## src/rtl/addchk_pkg.sv

```systemverilog
// Shared types and constants for the adder-check stimulus stage: FSM state
// encoding, LFSR taps and seed handling.
package addchk_pkg;

    typedef enum logic [2:0] {
        ST_IDLE   = 3'd0,
        ST_LOAD   = 3'd1,
        ST_SETTLE = 3'd2,
        ST_CHECK  = 3'd3,
        ST_DONE   = 3'd4
    } state_t;

    // Fibonacci taps 8,6,5,4 expressed as bit positions 7,5,4,3
    localparam logic [7:0] LFSR_TAPS     = 8'hB8;
    localparam logic [7:0] DEFAULT_SEED  = 8'h01;
    localparam logic [7:0] ZERO_SEED_SUB = 8'h01;

    // An all-zero seed would lock the LFSR, so it is substituted
    function automatic logic [7:0] legal_seed(input logic [7:0] seed);
        return (seed == 8'h00) ? ZERO_SEED_SUB : seed;
    endfunction

endpackage

```

## src/rtl/addchk_stim_if.sv

```systemverilog
// Bundle between the stimulus stage and its surroundings: run control,
// operands toward the adder, the adder result, and the run results.
interface addchk_stim_if #(
    parameter int WIDTH       = 8,
    parameter int NUM_VECTORS = 16
);
    localparam int ERR_W = $clog2(NUM_VECTORS + 1);
    localparam int IDX_W = (NUM_VECTORS > 1) ? $clog2(NUM_VECTORS) : 1;

    logic             start;
    logic [WIDTH-1:0] x;
    logic [WIDTH-1:0] y;
    logic [WIDTH-1:0] z;
    logic             busy;
    logic             done;
    logic             pass;
    logic [ERR_W-1:0] err_count;
    logic [IDX_W-1:0] fail_index;

    modport slave (
        input  start, x,
        output y, z, busy, done, pass, err_count, fail_index
    );

    modport master (
        output start, x,
        input  y, z, busy, done, pass, err_count, fail_index
    );

endinterface

```

## src/rtl/addchk_lfsr.sv

```systemverilog
// 8-bit Fibonacci LFSR that produces the operand sequence; reloads from the
// seed on request and steps only when told to.
module addchk_lfsr
    import addchk_pkg::*;
#(
    parameter logic [7:0] SEED = DEFAULT_SEED
) (
    input  logic       clk,
    input  logic       rst,
    input  logic       i_load,
    input  logic       i_adv,
    output logic [7:0] o_state
);

    logic [7:0] r_state;
    logic       w_feedback;

    assign w_feedback = ^(r_state & LFSR_TAPS);

    always_ff @(posedge clk) begin
        if (rst) begin
            r_state <= legal_seed(SEED);
        end else if (i_load) begin
            r_state <= legal_seed(SEED);
        end else if (i_adv) begin
            r_state <= {r_state[6:0], w_feedback};
        end
    end

    assign o_state = r_state;

endmodule

```

## src/rtl/addchk_stim.sv

```systemverilog
// Drives pseudo-random operand pairs into an adder, checks its result after a
// settle time and reports pass/fail. Optional ADDCHK_STOP_ON_FAIL_EN ends the
// run at the first mismatch.
//
//  state     | meaning
//  ----------+-----------------------------------------------------------
//  IDLE      | waiting for start; results cleared when a run is accepted
//  LOAD      | drive y/z from the LFSR, arm the settle timer
//  SETTLE    | wait SETTLE cycles for the adder output to be stable
//  CHECK     | compare x against y+z, record errors, step to next vector
//  DONE      | results held; start launches a fresh identical run
module addchk_stim
    import addchk_pkg::*;
#(
    parameter int         WIDTH       = 8,
    parameter int         NUM_VECTORS = 16,
    parameter int         SETTLE      = 1,
    parameter logic [7:0] SEED        = DEFAULT_SEED
) (
    input  logic         clk,
    input  logic         rst,
    addchk_stim_if.slave bus
);

    localparam int ERR_W = $clog2(NUM_VECTORS + 1);
    localparam int IDX_W = (NUM_VECTORS > 1) ? $clog2(NUM_VECTORS) : 1;
    localparam int CNT_W = (SETTLE > 1) ? $clog2(SETTLE + 1) : 1;

    localparam logic [ERR_W-1:0] ERR_MAX  = {ERR_W{1'b1}};
    localparam logic [IDX_W-1:0] LAST_IDX = IDX_W'(NUM_VECTORS - 1);
    localparam logic [CNT_W-1:0] CNT_LOAD = CNT_W'(SETTLE - 1);

    state_t           r_state;
    state_t           w_state_nxt;
    logic             r_start;
    logic [WIDTH-1:0] r_y;
    logic [WIDTH-1:0] r_z;
    logic [ERR_W-1:0] r_err;
    logic [IDX_W-1:0] r_fail_idx;
    logic [IDX_W-1:0] r_vec_idx;
    logic [CNT_W-1:0] r_settle_cnt;

    logic [7:0]       w_lfsr;
    logic [WIDTH-1:0] w_op_a;
    logic [WIDTH-1:0] w_op_b;
    logic [WIDTH-1:0] w_expected;
    logic             w_mismatch;
    logic             w_last;
    logic             w_lfsr_load;
    logic             w_lfsr_adv;

    addchk_lfsr #(.SEED(SEED)) u_lfsr (
        .clk     (clk),
        .rst     (rst),
        .i_load  (w_lfsr_load),
        .i_adv   (w_lfsr_adv),
        .o_state (w_lfsr)
    );

    assign w_op_a     = WIDTH'(w_lfsr);
    assign w_op_b     = {w_op_a[WIDTH-4:0], w_op_a[WIDTH-1:WIDTH-3]};
    assign w_expected = r_y + r_z;
    // Case inequality so that any X/Z bit on x counts as a mismatch
    assign w_mismatch = (bus.x !== w_expected);
    assign w_last     = (r_vec_idx == LAST_IDX);

    always_ff @(posedge clk) begin
        if (rst) begin
            r_state <= ST_IDLE;
            r_start <= 1'b0;
        end else begin
            r_state <= w_state_nxt;
            r_start <= bus.start;
        end
    end

    always_comb begin
        w_state_nxt = r_state;
        w_lfsr_load = 1'b0;
        w_lfsr_adv  = 1'b0;
        case (r_state)
            ST_IDLE, ST_DONE: begin
                if (r_start) begin
                    w_state_nxt = ST_LOAD;
                    w_lfsr_load = 1'b1;
                end
            end
            ST_LOAD: w_state_nxt = ST_SETTLE;
            ST_SETTLE: begin
                if (r_settle_cnt == '0) begin
                    w_state_nxt = ST_CHECK;
                end
            end
            ST_CHECK: begin
`ifdef ADDCHK_STOP_ON_FAIL_EN
                if (w_last || w_mismatch) begin
`else
                if (w_last) begin
`endif
                    w_state_nxt = ST_DONE;
                end else begin
                    w_state_nxt = ST_LOAD;
                    w_lfsr_adv  = 1'b1;
                end
            end
            default: w_state_nxt = ST_IDLE;
        endcase
    end

    always_ff @(posedge clk) begin
        if (rst) begin
            r_y          <= '0;
            r_z          <= '0;
            r_err        <= '0;
            r_fail_idx   <= '0;
            r_vec_idx    <= '0;
            r_settle_cnt <= '0;
        end else begin
            case (r_state)
                ST_IDLE, ST_DONE: begin
                    if (r_start) begin
                        r_err      <= '0;
                        r_fail_idx <= '0;
                        r_vec_idx  <= '0;
                    end
                end
                ST_LOAD: begin
                    r_y          <= w_op_a;
                    r_z          <= w_op_b;
                    r_settle_cnt <= CNT_LOAD;
                end
                ST_SETTLE: begin
                    if (r_settle_cnt != '0) begin
                        r_settle_cnt <= r_settle_cnt - 1'b1;
                    end
                end
                ST_CHECK: begin
                    if (w_mismatch) begin
                        if (r_err == '0) begin
                            r_fail_idx <= r_vec_idx;
                        end
                        if (r_err != ERR_MAX) begin
                            r_err <= r_err + 1'b1;
                        end
                    end
                    if (!w_last) begin
                        r_vec_idx <= r_vec_idx + 1'b1;
                    end
                end
                default: ;
            endcase
        end
    end

    assign bus.y          = r_y;
    assign bus.z          = r_z;
    assign bus.busy       = (r_state == ST_LOAD) || (r_state == ST_SETTLE) ||
                            (r_state == ST_CHECK);
    assign bus.done       = (r_state == ST_DONE);
    assign bus.pass       = (r_state == ST_DONE) && (r_err == '0);
    assign bus.err_count  = r_err;
    assign bus.fail_index = r_fail_idx;

endmodule

```

## src/flat_wrapper.sv

```systemverilog
// flat-port wrapper written by rule: the top's interface ports become plain ports
module addchk_stim_flat import addchk_pkg::*;
#(
    parameter int         WIDTH       = 8,
    parameter int         NUM_VECTORS = 16,
    parameter int         SETTLE      = 1,
    parameter logic [7:0] SEED        = DEFAULT_SEED
)
  (clk, rst, bus_start, bus_x, bus_y, bus_z, bus_busy, bus_done, bus_pass, bus_err_count, bus_fail_index);
  addchk_stim_if #(.WIDTH(WIDTH), .NUM_VECTORS(NUM_VECTORS)) bus_i ();
  input  logic clk;
  input  logic rst;
  input wire logic [$bits(bus_i.start)-1:0] bus_start;
  input wire logic [$bits(bus_i.x)-1:0] bus_x;
  output wire logic [$bits(bus_i.y)-1:0] bus_y;
  output wire logic [$bits(bus_i.z)-1:0] bus_z;
  output wire logic [$bits(bus_i.busy)-1:0] bus_busy;
  output wire logic [$bits(bus_i.done)-1:0] bus_done;
  output wire logic [$bits(bus_i.pass)-1:0] bus_pass;
  output wire logic [$bits(bus_i.err_count)-1:0] bus_err_count;
  output wire logic [$bits(bus_i.fail_index)-1:0] bus_fail_index;
  assign bus_i.start = bus_start;
  assign bus_i.x = bus_x;
  assign bus_y = bus_i.y;
  assign bus_z = bus_i.z;
  assign bus_busy = bus_i.busy;
  assign bus_done = bus_i.done;
  assign bus_pass = bus_i.pass;
  assign bus_err_count = bus_i.err_count;
  assign bus_fail_index = bus_i.fail_index;
  addchk_stim #(.WIDTH(WIDTH), .NUM_VECTORS(NUM_VECTORS), .SETTLE(SETTLE), .SEED(SEED)) u_core (.clk(clk), .rst(rst), .bus(bus_i));
endmodule
```

## config.mk

```make
export PLATFORM = sky130hd
export DESIGN_NAME = addchk_stim_flat
export DESIGN_NICKNAME = d
export VERILOG_FILES = /design/src/rtl/addchk_pkg.sv /design/src/rtl/addchk_stim_if.sv /design/src/rtl/addchk_lfsr.sv /design/src/rtl/addchk_stim.sv /design/src/flat_wrapper.sv
export SDC_FILE = /design/constraint.sdc
export NUM_CORES = 1
export LEC_CHECK = 0
export BUFFER_PORTS_ARGS = -buffer_cell sky130_fd_sc_hd__buf_2
export CORE_AREA = 2 2 57 86
export CTS_BUF_LIST = sky130_fd_sc_hd__clkbuf_4 sky130_fd_sc_hd__clkbuf_8 sky130_fd_sc_hd__clkbuf_16
export CTS_CLUSTER_DIAMETER = 100
export DETAILED_ROUTE_END_ITERATION = 12
export DIE_AREA = 0 0 59 88
export PLACE_DENSITY = 0.66
export SLEW_MARGIN = 20
export SYNTH_ARGS = -nofsm -noshare
export SYNTH_HDL_FRONTEND = slang
export SYNTH_SLANG_ARGS = --single-unit
```

## constraint.sdc

```tcl
create_clock -name clk -period 3.3 [get_ports clk]
set_clock_uncertainty 0.05 [all_clocks]
set_input_delay 0.33 -clock clk [delete_from_list [all_inputs] [get_ports clk]]
set_output_delay 0.33 -clock clk [all_outputs]
set_load 0.005 [all_outputs]
```

# Yosys cells after proc, flatten, opt, wreduce, memory -nomap -nowiden
# Index checks and enable logic that the tools add are counted.
[totals]
wordCells = 60
output_inout_bits = 28
inputBits = 11
ff_bits = 42
[op_classes]
reduce_logical = 14
muxes = 20
eq_ne = 13
n_addsub = 4
[op_table]
columns = ["cell", "n"]
rows = [
  ["$mux 4", 4],
  ["$pmux 4 s2", 2],
  ["$mux 5", 3],
  ["$pmux 3 s4", 1],
  ["$pmux 5 s2", 1],
  ["$mux 3", 3],
  ["$add 8x8->8", 1],
  ["$ne 2x1->1 const B", 4],
  ["$nex 8x8->1", 1],
  ["$reduce_and 4->1", 2],
  ["$reduce_xor 8->1", 1],
  ["$eq 3x2->1 const B", 2],
  ["$add 5x1->5 const B", 1],
  ["$logic_not 5->1", 1],
  ["$mux 1", 5],
  ["$ne 5x5->1 const B", 1],
  ["$add 4x1->4 const B", 1],
  ["$eq 4x4->1 const B", 1],
  ["$ne 2x2->1 const B", 2],
  ["$reduce_bool 2->1", 2],
  ["$reduce_or 2->1", 2],
  ["$eq 3x1->1 const B", 1],
  ["$eq 3x3->1 const B", 1],
  ["$logic_not 3->1", 1],
  ["other kinds (6)", 7],
]

# Logic depth before layout (Yosys ltp)
# Gate-level depths: netlist (run 1).
[logic_depth]
depth_word = 4
ltp_mapped = 8
depth_no_buf = 8

# Modules after synthesis
# From an unflattened synthesis (run 1), not the netlist that was laid out.
[unflattened]
hier_cells = 206
hier_area_um2 = 1916.8
[by_module_without_submodules]
columns = ["mod", "area_each_um2", "instances", "seq_area_each_um2", "cells_each"]
rows = [
  ["addchk_stim", 1582.8, 1, 500.5, 175],
  ["addchk_lfsr", 334.1, 1, 160.2, 31],
]

# Worst setup path after synthesis (run 1)
# Ideal clock, no wire load.
[synth_path]
path_kind = "register -> register"
startpoint = "reg u_core.r_z[3] (netlist: u_core.bus.z[3])"
endpoint = "reg u_core.r_err[3] (netlist: u_core.bus.err_count[3])"
t_required_ns = 3.128
path_buffers = 0
setup_ns = 0.122
stages_incl_launch_ff = 9
period_less_slack_ns = 2.484
path_slack_ns = 0.816
arrival_time_ns = 2.312
path_cell_list = "dfxtp_1 -> ha_1 -> fa_1 -> xor2_1 -> a2111oi_4 -> o211a_1 -> nand4_4 -> or2_4 -> a221o_1"
[synth_via]
elab_chain_cells = 4
[synth_lines]
columns = ["element", "line_no", "text"]
rows = [
  ["from (decl)", "addchk_stim.sv:37", "logic [WIDTH-1:0] r_z;"],
  ["from (signal assigned)", "addchk_stim.sv:129", "r_z <= w_op_b;"],
  ["$add 8x8->8", "addchk_stim.sv:62", "assign w_expected = r_y + r_z;"],
  ["$nex 8x8->1", "addchk_stim.sv:64", "assign w_mismatch = (bus.x !== w_expected);"],
  ["$ne 2x1->1 (no line)", "--", ""],
  ["$reduce_and 4->1 (no line)", "--", ""],
  ["to (signal assigned)", "addchk_stim.sv:143", "r_err <= r_err + 1'b1;"],
  ["to (decl)", "addchk_stim.sv:38", "logic [ERR_W-1:0] r_err;"],
]
# Every way passes these cells.
# A chain may end at the register's enable or synchronous reset.

# Final worst setup path (run 1)
[layout_path]
startpoint = "reg u_core.r_z[0] (netlist: u_core.bus.z[0])"
endpoint = "reg u_core.r_err[3] (netlist: u_core.bus.err_count[3])"
# The elaborated chain is that of the path after synthesis.

==> results of run 1 <==
state kept, by name, summed over array words and instances (netlist names):
| signal | count |
|---|---|
| u_core.bus.err_count | 5 |
| u_core.bus.y | 1 |
| u_core.bus.z | 7 |
| u_core.u_lfsr.o_state | 8 |
| u_core.r_vec_idx | 4 |
| u_core.r_start | 1 |
| u_core.bus.fail_index | 4 |
| u_core.r_state | 3 |
layout make-up:
class / instances / area (um^2)
repair buffers: 39 / 198
fillers: 410 / 2190
multi-input cells: 166 / 1180
well taps: 48 / 60.1
flip-flops and latches: 33 / 661
inverters: 5 / 18.8
clock inverters: 1 / 30.0
clock buffers: 7 / 90.1
through the flow:
stage          utilization  instances  power (uW)  worst slack (ns)
2_1_floorplan            -        218         621             0.816
3_5_place_dp         0.479        291         682             0.682
4_1_cts              0.506        299        1090             0.685
6_report             0.506        299        1070             0.700
3_3_place_gp         0.479        291         681             0.719
5_1_grt              0.506        299        1130             0.498
worst paths after layout:
kind                                    startpoint                               endpoint  slack, ns  cells past startpoint
min                                      bus_start              u_core.r_start$_SDFF_PP0_       0.20                      2
min reg2reg  u_core.u_lfsr.o_state[6]$_SDFFE_PP0P_  u_core.u_lfsr.o_state[7]$_SDFFE_PP0P_       0.41                      2
max reg2reg           u_core.bus.z[0]$_SDFFE_PP0N_   u_core.bus.err_count[3]$_SDFFE_PP0P_       0.70                      8
max                   u_core.bus.z[0]$_SDFFE_PP0N_   u_core.bus.err_count[3]$_SDFFE_PP0P_       0.70                      8
report_power, final:
part | internal (uW) | total, uW | switching [uW]
combinational | 93.8 | 223 | 129
clock | 254 | 399 | 145
sequential | 419 | 450 | 31.0
total | 767 | 1070 | 305
logic make-up after synthesis:
group           share of synthesized area
flops                               0.339
compound gates                      0.184
buf+inv                            0.0521
simple gates                        0.217
mux                                0.0411
xor+xnor                           0.0848
fa+ha+maj                          0.0810
worst max-delay path: stages, from the launching register on:
cell and delay [ns]:
dfxtp_1 0.41, ha_1 0.23, fa_1 0.43, xor2_1 0.20, a2111oi_4 0.18, o211a_1 0.23
nand4_4 0.17, or2_4 0.29, a221o_1 0.31
layer usage:
layer	part of all wire	global-route usage
met1	0.42	0.197
met2	0.52	0.293
met3	0.029	0.0340
met4	0.029	0.0950
met5	0	0
layout by cell type (no fill, tap or decap), types with 5 or more instances in the layout:
master / n
dfxtp_1: 33
inv_1: 5
buf_2: 38
xor2_1: 8
nand2_1: 24
a21oi_1: 15
nor2b_1: 7
nor2_1: 22
xnor2_1: 9
nand2b_1: 8
clkbuf_8: 6
mux2i_1: 8
ha_1: 11
==> out/qor.txt, run 1 <==
Die extent in x: 59 um
Cell count after synthesis: 218
Total gr overflow: 0
PortBufs: 38
Syn Nets: 241
Hpwl dp: 3.14 mm
Sequential share of the synthesized area: 0.339
# hold bufs at CTS: 0
Number of library cell types mapped by synthesis: 49
Later-pin clock latency in the skew report: 0.28 ns
Largest net degree at the start of global routing: 30
CP Class: flop to flop
Area delta synth->final: 15.2%
Peak supply drop: 0.266 mV
Placed Area: 0.00212 mm^2
Vias in the first global route: 1504
Critical Path RT: 3.43 ns
DRC: 0
Critical path endpoint category: flop
Status: finished, final reports clean
Mapped Area: 0.00195 mm^2
Crit Path Max Fanout: 10
Root buf cell: clkbuf_8
CTS clk-pin slew, worst paths: 0.07 ns
Antenna fix cells: 0
Initial Utilization: 0.440
Crit share post-route: 0.788
Core area: 0.00443 mm^2
Post-route cell area: 0.00224 mm^2
Final-stage net count: 273
Post-CTS setup buffers: 0
Initial antenna violation count: 0
Leak: 0.000992 uW
Setup violations, final: 0
RD Place Congestion: 0.870
Layout cells sized above 1: 0.239
First-pass GRT wire length: 6.79 mm
Leading cell types by count after synthesis: 33 x dfxtp_1, 24 x nand2_1, 22 x nor2_1
Routed WL: 4.11 mm
Die area: 0.00519 mm^2
Via density: 5.38
WL/cell: 13.8 um
Row cnt: 30
Top-area cell type share of the netlist area: 0.339
IO Pins: 39
Hold WC Path Type: input port to flop
TritonCTS Buffers: 5
TritonRoute pass-1 iters: 4
Minimum clock period: 2.60 ns
F_max: 385 MHz
Die H: 88 um
Top-count cell post-synth: dfxtp_1
CTS H-tree depth: 2
Post-synth ARST share: 0
RSZ-0062 raised after global routing: false
CTS tree: done
Sink Count: 33
Max cap viols: 0
Cts repair resizes: 0
Avg Cell Area, Syn: 8.93 um^2
Post-synth EDFFs: 0
Vias: 1608
Worst EP arrival: 2.73 ns
Hold Fails Final Rpt: 0
Fin. max-slew vios: 0
TNS Setup: 0 ns
Primary FF master, synth: dfxtp_1
P per Cell Area: 478 mW/mm^2
Worst-Margin Slew: 0.545 ns
Detailed Route Iter0 Violations: 37
CTS Buffer Depth: 2
Startpoint Class: flop
Max-slew headroom: 0.634
Yosys reg bits: 33
Yosys warns: 0
All-Layer GR Usage: 0.172
Hold Slack: 0.203 ns
DRT antenna net count: 0
Yosys top cell by area: dfxtp_1
Top post-synthesis cells by area: dfxtp_1 34%, ha_1 7.1%, nand2_1 4.6%
No activity file was read; power rests on OpenSTA's default activity.
==> inputs of run 2 (changes only) <==
PLACE_DENSITY = 0.68   (was 0.66)
clock period = 2.2 ns   (was 3.3 ns; I/O delays follow)
==> run 2 against run 1 <==
Compared with the run above:
- the run now ends with setup timing left
- sequential cell count did not move
- utilization rose by 5.8 points
- die area did not move
- critical endpoint unchanged
- highest routed layer unchanged
==> out/qor.txt, run 2 (same netlist as run 1, synthesis figures left out) <==
Area taken by multi-input logic gates: 0.00128 mm^2 (was 0.00118 mm^2)
Worst-Margin Slew: 0.592 ns (was 0.545 ns)
Max-slew headroom: 0.602 (was 0.634)
Max stage delay cell, worst path: fa_1 (unchanged)
Crit share post-route: 1.11 (was 0.788)
Reg2reg setup slack: -0.23 ns (was 0.70 ns)
Hold Fails Final Rpt: 0 (unchanged)
Commonest cells after routing, fill and taps aside: 38 x buf_2, 29 x dfxtp_1, 24 x nand2_1 (was 38 x buf_2, 33 x dfxtp_1, 24 x nand2_1)
CTS tree: done (unchanged)
Die area: 0.00519 mm^2 (unchanged)
Later-pin clock latency in the skew report: 0.28 ns (about the same)
DRT antenna net count: 0 (unchanged)
Cell class contributing the biggest share of worst-path delay: compound AO/OA/AOI/OAI gates (unchanged)
Vias: 1723 (was 1608)
WP buf/inv: 0 (unchanged)
F_max: 411 MHz (was 385 MHz)
Fillers: 416 (was 410)
TritonCTS Buffers: 5 (unchanged)
First-pass GRT wire length: 7.35 mm (was 6.79 mm)
Crit Path Max Fanout: 3 (was 10)
Fin. max-slew vios: 0 (unchanged)
Largest net degree at the start of global routing: 30 (unchanged)
Hold path startpoint: bus_start (unchanged)
R2R Path Start: u_core.bus.z[3]$_SDFFE_PP0N_ (was u_core.bus.z[0]$_SDFFE_PP0N_)
All-Layer GR Usage: 0.182 (was 0.172)
Violated checks: setup timing
Initial Utilization: 0.440 (unchanged)
Layout cells sized above 1: 0.339 (was 0.239)
CP cell instances: ha_4 > fa_1 > xor2_1 > a2111oi_4 > o211a_1 > nand4_4 > or2_4 > a221o_1 (was ha_1 > fa_1 > xor2_1 > a2111oi_4 > o211a_1 > nand4_4 > or2_4 > a221o_1)
Hold Path Depth: 2 (unchanged)
DRC: 0 (unchanged)
Reg2reg path depth: 8 (unchanged)
Total gr overflow: 0 (unchanged)
Critical Path RT: 2.33 ns (was 3.43 ns)
RD Place Congestion: 0.846 (was 0.870)
Setup violations, final: 9 (was 0)
Final-stage net count: 298 (was 273)
Vias in the first global route: 1635 (was 1504)
Die extent in x: 59 um (unchanged)
Initial antenna violation count: 0 (unchanged)
TNS Setup: -1.28 ns (was 0 ns)
PortBufs: 38 (unchanged)
Hpwl dp: 3.32 mm (was 3.14 mm)
P per Cell Area: 591 mW/mm^2 (was 478 mW/mm^2)
Antenna fix cells: 0 (unchanged)
Max FFs per register: 8 (unchanged)
Sequential standard cell area: 668 um^2 (was 661 um^2)
Leading cell type in the layout, fill and taps excluded: buf_2 (unchanged)
# hold bufs at CTS: 0 (unchanged)
Routed WL: 4.49 mm (was 4.11 mm)
Row cnt: 30 (unchanged)
Leak: 0.00112 uW (was 0.000992 uW)
Power Total: 1480 uW (was 1070 uW)
WHS Endpoint: u_core.r_start$_SDFF_PP0_ (unchanged)
CP Class: flop to flop (unchanged)
CTS Buffer Depth: 2 (unchanged)
Die H: 88 um (unchanged)
IO Pins: 39 (unchanged)
CTS clk-pin slew, worst paths: 0.07 ns (about the same)
Crit-path max cell delay: 0.44 ns (was 0.43 ns)
Sink Count: 33 (unchanged)
Root buf cell: clkbuf_8 (unchanged)
Status: finished with violations (was finished, final reports clean)
Worst R2R End: u_core.bus.err_count[3]$_SDFFE_PP0P_ (unchanged)
Peak supply drop: 0.411 mV (was 0.266 mV)
Minimum clock period: 2.43 ns (was 2.60 ns)
Max cap viols: 0 (unchanged)
Via density: 5.35 (was 5.38)
Worst EP arrival: 2.56 ns (was 2.73 ns)
RSZ-0062 raised after global routing: true (was false)
Critical path endpoint category: flop (unchanged)
WL/cell: 13.9 um (was 13.8 um)
Detailed Route Iter0 Violations: 86 (was 37)
Core area: 0.00443 mm^2 (unchanged)
Hold WC Path Type: input port to flop (unchanged)
Area delta synth->final: 28.3% (was 15.2%)
Startpoint Class: flop (unchanged)
TritonRoute pass-1 iters: 4 (unchanged)
CTS H-tree depth: 2 (unchanged)
Final setup margin: -0.231 ns (was 0.700 ns)
## run 2: changes by cell type in the layout (fill, tap and decap cells not counted), sizes merged
cell / previous run / this run
clkbuf: 7 / 5
clkinv: 0 / 1
xor2: 9 / 10
bufinv: 1 / 0
buf: 39 / 63
## run 2: what timing repair did
action,CTS,global route
pin swaps,1,2
setup buffers,1,0
gates resized for setup,11,7
setup endpoints to repair,9,9
cloned,1,0
## run 2: final cells by class
type	count	area share
multi-input cells	167	0.512
flip-flops and latches	33	0.268
repair buffers	63	0.159
clock buffers	5	0.0276
well taps	48	0.0240
inverters	5	0.00752
clock inverters	1	0.00200
## run 2: worst max path at each step
stage | from | endpoint | slack (ns) | cells after the start
5_1_grt | u_core.bus.z[0]$_SDFFE_PP0N_ | u_core.bus.err_count[3]$_SDFFE_PP0P_ | -0.31 | 8
3_5_place_dp | u_core.bus.z[3]$_SDFFE_PP0N_ | u_core.bus.fail_index[2]$_SDFFE_PP0P_ | -0.29 | 9
2_1_floorplan | u_core.bus.z[3]$_SDFFE_PP0N_ | u_core.bus.err_count[3]$_SDFFE_PP0P_ | -0.20 | 8
4_1_cts | u_core.bus.z[3]$_SDFFE_PP0N_ | u_core.bus.err_count[3]$_SDFFE_PP0P_ | -0.24 | 8
6_report | u_core.bus.z[3]$_SDFFE_PP0N_ | u_core.bus.err_count[3]$_SDFFE_PP0P_ | -0.23 | 8
3_3_place_gp | u_core.bus.z[1]$_SDFFE_PP0N_ | u_core.bus.err_count[3]$_SDFFE_PP0P_ | -0.25 | 7
## run 2: per-stage QoR
step	instance area, um^2	util	setup WS [ns]	hold WS [ns]	cells
finish	2500	0.564	-0.231	0.0894	322
global route	2500	0.564	-0.309	0.102	322
CTS	2450	0.553	-0.236	0.0920	322
detailed placement	2320	0.524	-0.289	0.388	314
global placement	2320	0.524	-0.247	0.378	314
floorplan	1960	-	-0.196	0.298	218
## run 2: worst register-to-register path: stages, from the launching register on
cell       delay, ns
dfxtp_2         0.34
ha_4            0.16
fa_1            0.44
xor2_1          0.20
a2111oi_4       0.19
o211a_1         0.23
nand4_4         0.12
or2_4           0.28
a221o_1         0.32
## run 2: power breakdown
group          internal, uW  switching [uW]
logic                   178             208
registers               629            45.0
clock network           208             208
total                  1020             461
## run 2: metal layers
layer,share of wire,global-route usage
met5,0,0
met4,0.017,0.0599
met3,0.030,0.0369
met2,0.55,0.321
met1,0.40,0.215
